<file path="config.mk">
export PLATFORM = sky130hd
export DESIGN_NAME = posit_fpu_issuer
export DESIGN_NICKNAME = d
export VERILOG_FILES = /design/src/rtl/posit_fpu_issuer.sv
export SDC_FILE = /design/constraint.sdc
export NUM_CORES = 1
export LEC_CHECK = 0
export BUFFER_PORTS_ARGS = -buffer_cell sky130_fd_sc_hd__buf_2
export CAP_MARGIN = 20
export CELL_PAD_IN_SITES_DETAIL_PLACEMENT = 1
export CELL_PAD_IN_SITES_GLOBAL_PLACEMENT = 2
export CORE_ASPECT_RATIO = 0.8
export CORE_MARGIN = 4
export CORE_UTILIZATION = 45
export CTS_CLUSTER_SIZE = 10
export DETAILED_ROUTE_END_ITERATION = 16
export HOLD_SLACK_MARGIN = 0.12
export PLACE_DENSITY_LB_ADDON = 0.1
export SLEW_MARGIN = 10
export SYNTH_ARGS = -nofsm -noshare
export SYNTH_HDL_FRONTEND = slang
export SYNTH_SLANG_ARGS = --single-unit
</file>
<file path="constraint.sdc">
create_clock -name clk_i -period 6.3 [get_ports clk_i]
set_input_delay 0.315 -clock clk_i [delete_from_list [all_inputs] [get_ports clk_i]]
set_output_delay 0.315 -clock clk_i [all_outputs]
set_load 0.005 [all_outputs]
</file>
<file path="src/rtl/posit_fpu_issuer.sv">
// rtl/posit_fpu_issuer.sv - request FIFO, operation rewrite and in-order issue/return for a posit FMA unit
module posit_fpu_issuer #(
    parameter int N       = 16,
    parameter int DEPTH   = 4,
    parameter int MAX_OUT = 4,
    parameter int TAG_W   = 4
) (
    input  logic             clk_i,
    input  logic             rst_i,
    input  logic             req_valid_i,
    output logic             req_ready_o,
    input  logic [3*N-1:0]   req_operands_i,
    input  logic [1:0]       req_op_i,
    input  logic             req_op_mod_i,
    input  logic [TAG_W-1:0] req_tag_i,
    output logic             fma_valid_o,
    input  logic             fma_ready_i,
    output logic [3*N-1:0]   fma_operands_o,
    output logic [1:0]       fma_op_o,
    output logic             fma_op_mod_o,
    output logic [TAG_W-1:0] fma_tag_o,
    output logic             fma_flush_o,
    input  logic             fma_out_valid_i,
    output logic             fma_out_ready_o,
    input  logic [N-1:0]     fma_result_i,
    input  logic [4:0]       fma_status_i,
    input  logic [TAG_W-1:0] fma_tag_i,
    output logic             rsp_valid_o,
    input  logic             rsp_ready_i,
    output logic [N-1:0]     rsp_result_o,
    output logic [4:0]       rsp_status_o,
    output logic [TAG_W-1:0] rsp_tag_o,
    input  logic             flush_i,
    output logic             busy_o
);
    localparam int PW  = $clog2(DEPTH);
    localparam int FCW = $clog2(DEPTH + 1);
    localparam int CW  = $clog2(MAX_OUT + 1);
    localparam int EW  = 3*N + 3 + TAG_W;

    localparam logic [1:0]     OP_FMADD  = 2'd0;
    localparam logic [1:0]     OP_ADD    = 2'd2;
    localparam logic [1:0]     OP_MUL    = 2'd3;
    localparam logic [0:0]     ST_RUN    = 1'b0;
    localparam logic [0:0]     ST_DRAIN  = 1'b1;
    localparam logic [N-1:0]   POSIT_ONE = {2'b01, {(N-2){1'b0}}};
    localparam logic [FCW-1:0] FIFO_FULL = FCW'(DEPTH);
    localparam logic [CW-1:0]  OUT_MAX   = CW'(MAX_OUT);

    logic [0:0]     state, state_next;
    logic [EW-1:0]  fifo_mem [DEPTH];
    logic [PW-1:0]  wr_ptr, rd_ptr;
    logic [FCW-1:0] fifo_cnt;
    logic           iss_valid;
    logic [CW-1:0]  out_cnt, cnt_next;
    logic           req_xfer, iss_xfer, out_xfer, rsp_xfer;
    logic           fifo_empty, can_load, pop, bypass, push, dec_ok;
    logic [EW-1:0]  req_entry, src_entry;
    logic [3*N-1:0] src_ops, new_ops;
    logic [1:0]     src_op, new_op;
    logic           src_mod, new_mod;
    logic [TAG_W-1:0] src_tag;

    assign req_ready_o     = (fifo_cnt != FIFO_FULL) && (state == ST_RUN);
    assign req_xfer        = req_valid_i && req_ready_o;
    assign fma_valid_o     = iss_valid && (out_cnt != OUT_MAX);
    assign iss_xfer        = fma_valid_o && fma_ready_i;
    assign fma_out_ready_o = (state == ST_DRAIN) ? 1'b1 : (!rsp_valid_o || rsp_ready_i);
    assign out_xfer        = fma_out_valid_i && fma_out_ready_o;
    assign rsp_xfer        = rsp_valid_o && rsp_ready_i;
    assign dec_ok          = out_xfer && (out_cnt != '0);
    assign busy_o          = (fifo_cnt != '0) || iss_valid || rsp_valid_o ||
                             (out_cnt != '0) || (state == ST_DRAIN);

    // When the FIFO is empty a fresh request goes straight into the issue stage
    // so the FMA sees it one cycle after acceptance.
    assign req_entry  = {req_operands_i, req_op_i, req_op_mod_i, req_tag_i};
    assign fifo_empty = (fifo_cnt == '0);
    assign can_load   = (state == ST_RUN) && !flush_i && (!iss_valid || iss_xfer);
    assign pop        = can_load && !fifo_empty;
    assign bypass     = can_load && fifo_empty && req_xfer;
    assign push       = req_xfer && !bypass && !flush_i;
    assign src_entry  = fifo_empty ? req_entry : fifo_mem[rd_ptr];

    // Map ADD and MUL onto FMADD with a constant one or zero operand.
    always_comb begin
        src_ops = src_entry[EW-1 -: 3*N];
        src_op  = src_entry[TAG_W+1 +: 2];
        src_mod = src_entry[TAG_W];
        src_tag = src_entry[TAG_W-1:0];
        new_ops = src_ops;
        new_op  = src_op;
        new_mod = src_mod;
        case (src_op)
            OP_ADD: begin
                new_ops = {src_ops[2*N-1:0], POSIT_ONE};
                new_op  = OP_FMADD;
            end
            OP_MUL: begin
                new_ops = {{N{1'b0}}, src_ops[2*N-1:0]};
                new_op  = OP_FMADD;
                new_mod = 1'b0;
            end
            default: ;
        endcase
    end

    // Outstanding count: issue and return in the same cycle cancel out.
    always_comb begin
        cnt_next = out_cnt;
        if (iss_xfer && !dec_ok) begin
            cnt_next = out_cnt + CW'(1);
        end else if (!iss_xfer && dec_ok) begin
            cnt_next = out_cnt - CW'(1);
        end
    end

    // DRAIN swallows results of work discarded by a flush until none remain.
    always_comb begin
        state_next = state;
        if (state == ST_RUN) begin
            state_next = (flush_i && (cnt_next != '0)) ? ST_DRAIN : ST_RUN;
        end else begin
            state_next = (!flush_i && (cnt_next == '0)) ? ST_RUN : ST_DRAIN;
        end
    end

    // FIFO storage needs no reset; validity lives in the count and pointers.
    always_ff @(posedge clk_i) begin
        if (push) begin
            fifo_mem[wr_ptr] <= req_entry;
        end
    end

    // Control state, FIFO pointers, counter and flush pulse.
    always_ff @(posedge clk_i or posedge rst_i) begin
        if (rst_i) begin
            state       <= ST_RUN;
            out_cnt     <= '0;
            fma_flush_o <= 1'b0;
            wr_ptr      <= '0;
            rd_ptr      <= '0;
            fifo_cnt    <= '0;
        end else begin
            state       <= state_next;
            out_cnt     <= cnt_next;
            fma_flush_o <= flush_i;
            if (flush_i) begin
                wr_ptr   <= '0;
                rd_ptr   <= '0;
                fifo_cnt <= '0;
            end else begin
                if (push) wr_ptr <= wr_ptr + PW'(1);
                if (pop)  rd_ptr <= rd_ptr + PW'(1);
                fifo_cnt <= fifo_cnt + FCW'(push) - FCW'(pop);
            end
        end
    end

    // Registered issue stage holding the rewritten operation.
    always_ff @(posedge clk_i or posedge rst_i) begin
        if (rst_i) begin
            iss_valid      <= 1'b0;
            fma_operands_o <= '0;
            fma_op_o       <= '0;
            fma_op_mod_o   <= 1'b0;
            fma_tag_o      <= '0;
        end else if (flush_i || (state == ST_DRAIN)) begin
            iss_valid <= 1'b0;
        end else if (pop || bypass) begin
            iss_valid      <= 1'b1;
            fma_operands_o <= new_ops;
            fma_op_o       <= new_op;
            fma_op_mod_o   <= new_mod;
            fma_tag_o      <= src_tag;
        end else if (iss_xfer) begin
            iss_valid <= 1'b0;
        end
    end

    // Single response register; results arriving in DRAIN are dropped.
    always_ff @(posedge clk_i or posedge rst_i) begin
        if (rst_i) begin
            rsp_valid_o  <= 1'b0;
            rsp_result_o <= '0;
            rsp_status_o <= '0;
            rsp_tag_o    <= '0;
        end else if (flush_i) begin
            rsp_valid_o <= 1'b0;
        end else if (out_xfer && (state == ST_RUN)) begin
            rsp_valid_o  <= 1'b1;
            rsp_result_o <= fma_result_i;
            rsp_status_o <= fma_status_i;
            rsp_tag_o    <= fma_tag_i;
        end else if (rsp_xfer) begin
            rsp_valid_o <= 1'b0;
        end
    end
endmodule

</file>
# After elaboration in Yosys (flattened, before gate mapping)
# Memory sizes are Yosys's and may differ from the RTL's.
# Cells that the tools add are included.
# totals
ff_bits,94
mem_bits_rw,220
inputBits,87
output_inout_bits,86
elab_cells,98
n_memories,1
# memory_table
memory,depth,width,read_ports,rd_ports_with_merged_regs,wr,line_no,text
fifo_mem,4,55,1,0,1,51,logic [EW-1:0] fifo_mem [DEPTH];
# op_classes
n_addsub,6
n_eq_ne,4
mux,23
bitwise_logic,3
reduce_logical,46
# op_table
operator,count
$pmux W48 S2,1
$mux W55,1
$logic_and A1 B1 Y1,19
$reduce_bool A3 Y1,5
$mux W1,13
$mux W2,5
$mux W3,3
$logic_or A1 B1 Y1,8
$logic_not A1 Y1,7
$logic_not A3 Y1,2
$ne A3 B3 Y1 const B,2
$add A2 B1 Y2 const B,2
$eq A2 B2 Y1 const B,2
$reduce_and A2 Y1,2
$reduce_bool A2 Y1,2
$add A3 B1 Y3,1
$add A3 B1 Y3 const B,1
$not A1 Y1,3
$sub A3 B1 Y3,1
$sub A3 B1 Y3 const B,1
$reduce_or A2 Y1,1

# Longest topological paths before layout
# Gate-level depths: netlist of run 1.
# logic_depth
depth_word,13
ltp_mapped,16
ltp_nobuf,15

# Least setup slack after synthesis of run 1
# No wires, ideal clock.
# synth_path
path_kind,register -> register
start,reg out_cnt[0]
end,"mem fifo_mem[0][0] in the netlist's numbering, enable pin"
setup_time_ps,419
arrival_ps,2876
required_time_ps,5881
setup_slack_ps,3006
stages_incl_launch_ff,10
path_buffers,1
synth_period_minus_slack_ps,3294
path_cell_list,dfrtp_1 -> inv_1 -> ha_1 -> a21bo_2 -> a21boi_2 -> buf_4 -> o21ai_1 -> nand2_1 -> nor2_1 -> and2_1
# synth_between
elab_chain_len,12
# synth_rtl
item,line_no,text
start: declaration,55,"logic [CW-1:0] out_cnt, cnt_next;"
start signal: assignment,146,out_cnt <= cnt_next;
$ne A3 B3 Y1,66,assign fma_valid_o = iss_valid && (out_cnt != OUT_MAX);
$logic_and A1 B1 Y1,66,
$logic_and A1 B1 Y1,67,assign iss_xfer = fma_valid_o && fma_ready_i;
$logic_or A1 B1 Y1,79,assign can_load = (state == ST_RUN) && !flush_i && (!iss_valid || iss_xfer);
$logic_and A1 B1 Y1,79,
$logic_and A1 B1 Y1 (2 in series),81,assign bypass = can_load && fifo_empty && req_xfer;
$logic_not A1 Y1,82,assign push = req_xfer && !bypass && !flush_i;
$logic_and A1 B1 Y1 (2 in series),82,
$mux W1,130,if (push) begin
$mux W1 (implied by the code),131,fifo_mem[wr_ptr] <= req_entry;
end: declaration,51,
# No other way between the ends.

# Final worst setup path of run 1
# layout_path
start,reg out_cnt[0]
end,"mem fifo_mem[2][22] in the netlist's numbering, enable pin"
# The elaborated chain is that of the path after synthesis.

==> results of run 1 <==
[worst max-delay path, stage by stage, from the launching register on]
cell and delay [ps]:
dfrtp_1 430, inv_1 140, ha_1 220, a21bo_2 230
a21boi_2 70, buf_4 230, o21ai_1 150, nand2_1 130
nor2_1 250, and2_2 760, buf_4 510
[state kept, by name, summed over array words and instances, names as in the netlist]
signal,cells
rsp_result_o,16
fifo_cnt,3
rsp_tag_o,4
rsp_status_o,5
iss_valid,1
fma_op_mod_o,1
fma_flush_o,1
wr_ptr,2
rd_ptr,2
fma_tag_o,4
fifo_mem,220
out_cnt,3
fma_op_o,2
state,1
fma_operands_o,48
rsp_valid_o,1
[Yosys cell counts, types with 2 or more instances]
cell type	n	area, sq um
edfxtp_1	220	6610
dfrtp_1	94	2350
nand2_1	66	248
mux4_2	54	1220
mux2i_1	34	340
nor2_1	34	128
a221oi_1	32	280
mux2_2	25	282
buf_2	23	115
nand3_1	19	95.1
clkbuf_1	18	67.6
nor3_1	17	85.1
a32o_1	16	160
o21ai_0	15	75.1
o31ai_1	15	113
inv_1	11	41.3
ha_1	9	113
a31oi_1	6	37.5
and2_1	5	31.3
buf_4	5	37.5
o21ai_1	5	25.0
xnor2_1	5	43.8
a21oi_1	4	20.0
nand2b_1	4	25.0
buf_6	3	33.8
inv_2	3	11.3
or3_1	3	18.8
xor2_1	3	26.3
a211oi_1	2	15.0
maj3_1	2	20.0
nor2b_1	2	12.5
o21ai_2	2	17.5
[through the flow]
step | utilization | hold slack [ps] | power, W | std cells | setup slack [ps]
finish | 0.568 | 137 | 0.00571 | 1433 | 2790
global route | 0.568 | 135 | 0.00599 | 1433 | 2560
CTS | 0.567 | 123 | 0.00576 | 1430 | 2750
detailed placement | 0.500 | 345 | 0.00374 | 1284 | 2750
global placement | 0.500 | 337 | 0.00368 | 1284 | 2940
floorplan | - | 346 | 0.00321 | 778 | 3010
[final timing paths]
check | from | slack, ps | end | cells past startpoint
max | out_cnt[0] | 2790 | fifo_mem[2][22] | 10
min | req_operands_i[21] | 140 | fifo_mem[2][28] | 1
max reg2reg | out_cnt[0] | 2790 | fifo_mem[2][22] | 10
min reg2reg | fma_operands_o[3] | 470 | fma_operands_o[3] | 2
max in group asynchronous | rst_i | 4910 | fma_operands_o[40] | 5
min in group asynchronous | rst_i | 360 | rsp_result_o[14] | 3
[per-layer routing]
metal  track usage  vias up
li1              -     3576
met1         0.336     4232
met2         0.357      328
met3        0.0430       53
met4        0.0482        0
met5             0        -
[layout make-up]
class,count,area [sq um]
inverters,14,55.1
multi-input cells,401,3700
flip-flops and latches,314,8960
well taps,370,463
fillers,2691,12200
clock inverters,2,12.5
repair buffers,265,1780
diodes,1,2.50
clock buffers,66,1090
[timing repair]
item	in CTS	in global routing
hold endpoints to repair	249	0
hold buffers	78	0
buffers inserted	0	0
[power breakdown]
part	total, W	switching, W	internal [W]
Combinational	0.00104	0.000540	0.000501
Clock	0.00198	0.000813	0.00116
Sequential	0.00269	0.000184	0.00251
Total	0.00571	0.00154	0.00417
[cells by family (layout without fill, tap and decap cells)]
kind of cell	Yosys count	in the layout	share of synthesized area
flops	314	314	0.692
simple gates	160	160	0.0575
mux	114	114	0.143
compound gates	107	107	0.0662
buf+inv	63	347	0.0237
fa+ha+maj	12	12	0.0118
xor+xnor	8	8	0.00541
other cells	0	1	0
==> metrics.txt, run 1 <==
crit path kind flop to flop; register area share after synthesis 0.692; worst clock skew 12.0 ps; PD cells 355 mW/mm^2; port bufs 172; arrival time worst endpoint 3660 ps; max_cap viols 0; drt wl/cell 25.0 um; RSZ-0062 raised after global routing no; cts repair resizes 0; 1st-iter DRT viols 694; initial antenna violation count 1; fin area 0.0161 sq mm; HP Class input port to flop; status finished, final reports clean; crit path max fanout 28; io pins 173; Synth Register Bits 314; Synth warnings 0; Metal-1 WL 16000 um; clock slew at reported path FFs 60 ps; vias in the first global route 8888; Synth Instances 778; Vias/cell 5.71; fmax 285 MHz; Worst-Skew Late Latency 510 ps; fraction of layout cells with a size suffix above 1 0.315; clock sinks 314; DP Wirelength 22700 um; CTS buffer count 37; # DRC 0; synthesized area per cell 16.6 sq um; core region area 0.0283 sq mm; Final Wtd Congestion 0.778; setup TNS 0 ps; clock root buffer clkbuf_16; Post-synth top flop edfxtp_1; Hold Vio Cnt, Final 0; Tightest Pin Transition 1030 ps; via count 8189; most frequent cells in the layout edfxtp_1, buf_2, dfrtp_1; Layout area overhead 24.1%; WL met3 2590 um; metal2 WL 16700 um; DIE WIDTH 198 um; Peak VDD IR 181 uV; post-synthesis cell area 0.0129 sq mm; final net count 1130; Post-synth EDFFs 220; distinct cell type count after synthesis 54; drt pass-1 iters 5; CP Data Required Time 6460 ps; Die Y 160 um; Die ar. 0.0316 sq mm; placed cell area 0.0141 sq mm; initial core utilization 0.458; Std-Cell Rows 55; Overflow after GRT 0; Longest Clk Path Bufs 3; setup violators final 0; first-pass GRT wire length 55200 um; top layer in use met4; part of the cycle the worst path needs 0.557; Worst slew margin 0.312; CP Capture Type flop; drt total wl 35900 um; all-layer global routing usage 0.227; largest net degree at the start of global routing 70; Post-Synthesis Net Count 875; Pins Over Slew Limit 0; Min Clock Period, post-route 3510 ps; Final ANT Viol Nets 0; commonest non-fill, non-tap cell in the layout edfxtp_1; CTS tree yes; crit start category flop; P_leak 5.98 nW; ys async rst share 0.299; H-tree levels 2
No activity file was read; power rests on OpenSTA's default activity.
==> run 2, diff against run 1 <==
--- a/config.mk
+++ b/config.mk
@@ -11,7 +11,7 @@
 export CELL_PAD_IN_SITES_GLOBAL_PLACEMENT = 2
 export CORE_ASPECT_RATIO = 0.8
 export CORE_MARGIN = 4
-export CORE_UTILIZATION = 45
+export CORE_UTILIZATION = 38
 export CTS_CLUSTER_SIZE = 10
 export DETAILED_ROUTE_END_ITERATION = 16
 export HOLD_SLACK_MARGIN = 0.12
==> constraint.sdc (replaced) <==
create_clock -name clk_i -period 3.1 [get_ports clk_i]
set_input_delay 0.155 -clock clk_i [delete_from_list [all_inputs] [get_ports clk_i]]
set_output_delay 0.155 -clock clk_i [all_outputs]
set_load 0.005 [all_outputs]
==> run 2 against run 1 <==
Via count down 0.81%. Die area up 18%. Register-to-register slack worse by 2500 ps. Worst setup slack worse by 2500 ps.
==> metrics.txt, run 2 (synthesized netlist as in run 1, its figures left out) <==
Top reg by flops fifo_mem; fraction of layout cells with a size suffix above 1 0.319 (+0.00427); Die Y 173 um (+8.4%); initial antenna violation count 1 (unchanged); CP max stage delay 430 ps (-330 ps); vias in the first global route 9088 (+2.3%); CP Data Required Time 3510 ps (-2950 ps); final net count 1145 (+1.3%); CP Capture Type flop; fmax 352 MHz (+23%); CTS buffer count 37 (unchanged); clock slew at reported path FFs 60 ps (about the same); Die ar. 0.0371 sq mm (+18%); most frequent cells in the layout edfxtp_1, buf_2, dfrtp_1; Overflow after GRT 0 (unchanged); crit-path cells inv_1 > ha_1 > a21bo_2 > a21boi_2 > buf_6 > nand2_2 > inv_2 > ha_1 > inv_1 > ha_1 > inv_1 > fa_1 > xnor2_1 > nor2_1; crit path max fanout 20 (-29%); setup TNS 0 ps (unchanged); Final ANT Viol Nets 0 (unchanged); PD cells 707 mW/mm^2 (+99%); worst clock skew 25.1 ps (+13.1 ps); Hold Vio Cnt, Final 0 (unchanged); drt pass-1 iters 4 (-1); DP Wirelength 22900 um (+0.86%); slowest CP cell dfrtp_1; setup violators final 0 (unchanged); Worst-Skew Late Latency 530 ps (+20 ps); Tightest Pin Transition 903 ps (-127 ps); RSZ-0062 raised after global routing no; io pins 173 (unchanged); port bufs 172 (unchanged); Layout area overhead 26.4%; Std-Cell Rows 60 (+9.1%); FF/Latch Area 0.00896 sq mm (unchanged); CTS tree yes; biggest regs fifo_mem (220), fma_operands_o (48), rsp_result_o (16); via count 8123 (-0.81%); Vias/cell 5.37 (-6.0%); Final Wtd Congestion 0.757 (-2.6%); all-layer global routing usage 0.199 (-0.0279); drt total wl 36700 um (+2.4%); first-pass GRT wire length 57200 um (+3.8%); commonest non-fill, non-tap cell in the layout edfxtp_1; Critical R2R Launch out_cnt[0]; Worst slew margin 0.398 (+0.0862); largest net degree at the start of global routing 71 (+1.4%); WHS 257 ps (+119 ps); Min Clock Period, post-route 2840 ps (-662 ps); Buf/Inv on CP 5 (+2); clock root buffer clkbuf_16; Critical path origin out_cnt[0]; max reg flops 220 (unchanged); initial core utilization 0.385 (-0.0728); Pins Over Slew Limit 0 (unchanged); part of the cycle the worst path needs 0.918 (+0.361); Peak VDD IR 357 uV (+97%); multi-input combinational cell area 0.00371 sq mm (+0.27%); max_cap viols 0 (unchanged); P_leak 6.06 nW (+1.4%); post-CTS setup buffer count 0 (unchanged); arrival time worst endpoint 3250 ps (-410 ps); Longest Clk Path Bufs 3 (unchanged); crit start category flop; core region area 0.0336 sq mm (+19%); crit path kind flop to flop; H-tree levels 2 (unchanged); CP delay by family, top adder cells; status finished, final reports clean; Layout fillers 3294 (+22%); # DRC 0 (unchanged); drt wl/cell 24.3 um (-3.0%); 1st-iter DRT viols 476 (-31%); clock sinks 314 (unchanged); HP Class input port to asynchronous set/reset pin; DIE WIDTH 214 um (+8.5%)
run 2: stage by stage:
stage | total power (W) | utilization | worst slack (ps) | area (sq um) | cells
after floorplan | 0.00653 | - | 365 | 12900 | 778
after global placement | 0.00753 | 0.427 | 284 | 14400 | 1356
after detailed placement | 0.00764 | 0.427 | 169 | 14400 | 1356
after CTS | 0.0117 | 0.485 | 154 | 16300 | 1508
after global routing | 0.0122 | 0.486 | 12.8 | 16400 | 1511
final | 0.0116 | 0.487 | 255 | 16400 | 1512
run 2: layer usage:
| layer | global-route usage | share of wire |
|---|---|---|
| met3 | 0.0344 | 0.039 |
| met1 | 0.278 | 0.46 |
| met5 | 0 | 0 |
| met4 | 0.0559 | 0.020 |
| met2 | 0.326 | 0.48 |
run 2: final timing paths:
path,slack [ps],endpoint,cells past startpoint
setup / recovery,260,fifo_cnt[2],14
hold / removal,260,out_cnt[2],3
setup reg to reg,260,fifo_cnt[2],14
hold reg to reg,470,fma_operands_o[10],2
max in group asynchronous,1850,rsp_result_o[9],5
min in group clk_i,260,iss_valid,4
run 2: where the power goes:
part	switching (W)	internal (W)	total, W
clock	0.00165	0.00231	0.00395
combinational	0.00111	0.00104	0.00215
sequential	0.000380	0.00510	0.00548
run 2: tightest hold or removal path: stages:
cell and delay, ps:
dlygate4sd3_1 560, buf_2 140, inv_4 360
run 2: repair_timing:
| item | CTS | global route |
|---|---|---|
| setup endpoints to repair | 0 | 2 |
| resized for setup | 0 | 4 |
| hold buffers | 85 | 0 |
| hold endpoints to repair | 356 | 0 |
run 2: area by class of cell:
class | count | share of cell area
multi-input cells | 401 | 0.227
repair buffers | 280 | 0.122
clock buffers | 65 | 0.0643
clock inverters | 2 | 0.00222
well taps | 434 | 0.0332
diodes | 2 | 0.000306
flip-flops and latches | 314 | 0.548
inverters | 14 | 0.00336
==> run 3, diff against run 2 <==
==> constraint.sdc (replaced) <==
create_clock -name clk_i -period 3.1 [get_ports clk_i]
set_input_delay 0.62 -clock clk_i [delete_from_list [all_inputs] [get_ports clk_i]]
set_output_delay 0.62 -clock clk_i [all_outputs]
set_load 0.005 [all_outputs]
==> run 3 against run 2 <==
Cell area fell by 5.2%. Fmax down 2.0%. Register-to-register slack got worse by 60 ps. Largest power group unchanged. Sequential power barely moved. Die area did not move. Highest routed layer unchanged. Worst setup slack got worse by 59 ps. Hold slack lost 95 ps. Wire length shrank 3.9%.
==> metrics.txt, run 3 (synthesized netlist as in run 1, its figures left out) <==
CP delay by family, top adder cells; via count 7839 (-3.5%); vias in the first global route 8628 (-5.1%); most frequent cells in the layout edfxtp_1, buf_2, dfrtp_1; worst setup margin 197 ps (-58.6 ps); DIE WIDTH 214 um (unchanged); worst clock skew 26.7 ps (+1.61 ps); clock slew at reported path FFs 60 ps (about the same); first-pass GRT wire length 54400 um (-5.0%); clock root buffer clkbuf_16; crit start category flop; P_leak 5.73 nW (-5.5%); Die ar. 0.0371 sq mm (unchanged); initial core utilization 0.385 (unchanged); max reg flops 220 (unchanged); setup TNS 0 ps (unchanged); CP Capture Type flop; Layout fillers 3304 (+0.30%); arrival time worst endpoint 3320 ps (+70 ps); fmax 344 MHz (-2.0%); all-layer global routing usage 0.189 (-0.00997); HP Class input port to asynchronous set/reset pin; DP Wirelength 23400 um (+2.3%); Hold Vio Cnt, Final 0 (unchanged); drt wl/cell 24.6 um (+1.4%); Die Y 173 um (unchanged); FF/Latch Area 0.00896 sq mm (unchanged); Buf/Inv on CP 5 (unchanged); Reg-to-Reg End fifo_cnt[2]; Top reg by flops fifo_mem; H-tree levels 2 (unchanged); crit-path cells inv_1 > ha_1 > a21bo_2 > a21boi_2 > buf_4 > nand2_2 > inv_2 > ha_1 > inv_1 > ha_1 > inv_1 > fa_1 > xnor2_1 > nor2_1; R2R depth 14 (unchanged); Worst slew margin 0.432 (+0.0335); drt total wl 35300 um (-3.9%); Final Wtd Congestion 0.821 (+8.4%); io pins 173 (unchanged); drt pass-1 iters 5 (+1); setup violators final 0 (unchanged); Longest Clk Path Bufs 3 (unchanged); max_cap viols 0 (unchanged); port bufs 172 (unchanged); Hold Buf Count CTS 0 (-100%); Vias/cell 5.47 (+1.8%); # DRC 0 (unchanged); Pins Over Slew Limit 0 (unchanged); biggest regs fifo_mem (220), fma_operands_o (48), rsp_result_o (16); Final ANT Viol Nets 0 (unchanged); final net count 1067 (-6.8%); commonest non-fill, non-tap cell in the layout edfxtp_1; slowest CP cell dfrtp_1; multi-input combinational cell area 0.00370 sq mm (-0.20%); Std-Cell Rows 60 (unchanged); clock sinks 314 (unchanged); fraction of layout cells with a size suffix above 1 0.350 (+0.0316); core region area 0.0336 sq mm (unchanged); initial antenna violation count 0 (-1); status finished, final reports clean; Layout area overhead 19.9%; CTS tree yes; Min Clock Period, post-route 2900 ps (+58.6 ps); PD cells 741 mW/mm^2 (+4.8%); Critical R2R Launch out_cnt[0]; worst slack, placed 160 ps (-8.93 ps); worst reg2reg setup slack 200 ps (-60 ps); Tightest Pin Transition 852 ps (-50.2 ps); part of the cycle the worst path needs 0.936 (+0.0189); # diodes 0 (-2); largest net degree at the start of global routing 48 (-32%); Worst-Skew Late Latency 520 ps (about the same); CTS buffer count 38 (+2.7%); 1st-iter DRT viols 586 (+23%); CP max stage delay 420 ps (about the same); crit path kind flop to flop; RSZ-0062 raised after global routing no; CP Data Required Time 3510 ps (about the same); Overflow after GRT 0 (unchanged); crit path max fanout 20 (unchanged); Peak VDD IR 484 uV (+36%); Critical path origin out_cnt[0]
-- run 3: cell type report --
type | count | share of cell area
Clock buffer | 65 | 0.0698
Clock inverter | 4 | 0.00161
Inverter | 14 | 0.00355
Multi-Input combinational cell | 401 | 0.239
Sequential cell | 314 | 0.578
Tap cell | 434 | 0.0350
Timing Repair Buffer | 201 | 0.0735
-- run 3: how the worst max path moves through the flow --
stage | to | slack [ps] | cells after the start
global route | fifo_cnt[2] | 2 | 15
finish | fifo_cnt[2] | 200 | 14
floorplan | fifo_cnt[0] | 30 | 1
detailed placement | fifo_cnt[2] | 160 | 14
global placement | fifo_cnt[2] | 280 | 13
CTS | fifo_cnt[2] | 150 | 15
-- run 3: repair_timing --
action	4_1_cts	5_1_grt
hold endpoints to repair	0	0
setup endpoints to repair	0	1
buffers inserted	0	0
resized for setup	0	1
-- run 3: worst reg2reg max path: stages (launching register included) --
cell	delay [ps]
dfrtp_1	420
inv_1	110
ha_1	250
a21bo_2	250
a21boi_2	180
buf_4	320
nand2_2	100
inv_2	90
ha_1	240
inv_1	60
ha_1	140
inv_1	50
fa_1	370
xnor2_1	170
nor2_1	60
-- run 3: where the power goes --
part	internal [W]	leakage, nW	switching [W]
sequential	0.00510	3.14	0.000367
combinational	0.000960	2.05	0.00108
clock	0.00237	0.530	0.00163
-- run 3: through the flow --
step	instance area, sq um	total power (W)	std cells	hold WS, ps	util
2_1_floorplan	12900	0.00653	778	473	-
3_5_place_dp	14400	0.00763	1364	470	0.428
3_3_place_gp	14400	0.00753	1364	465	0.428
6_report	15500	0.0115	1433	162	0.461
4_1_cts	15500	0.0117	1433	169	0.461
5_1_grt	15500	0.0121	1433	204	0.461
-- run 3: layer usage --
metal,vias up,GRT usage,routed length [um]
met5,-,0,0
met3,39,0.0346,1710
met4,0,0.0491,615
li1,3464,-,-
met1,4120,0.274,16600
met2,216,0.299,16400
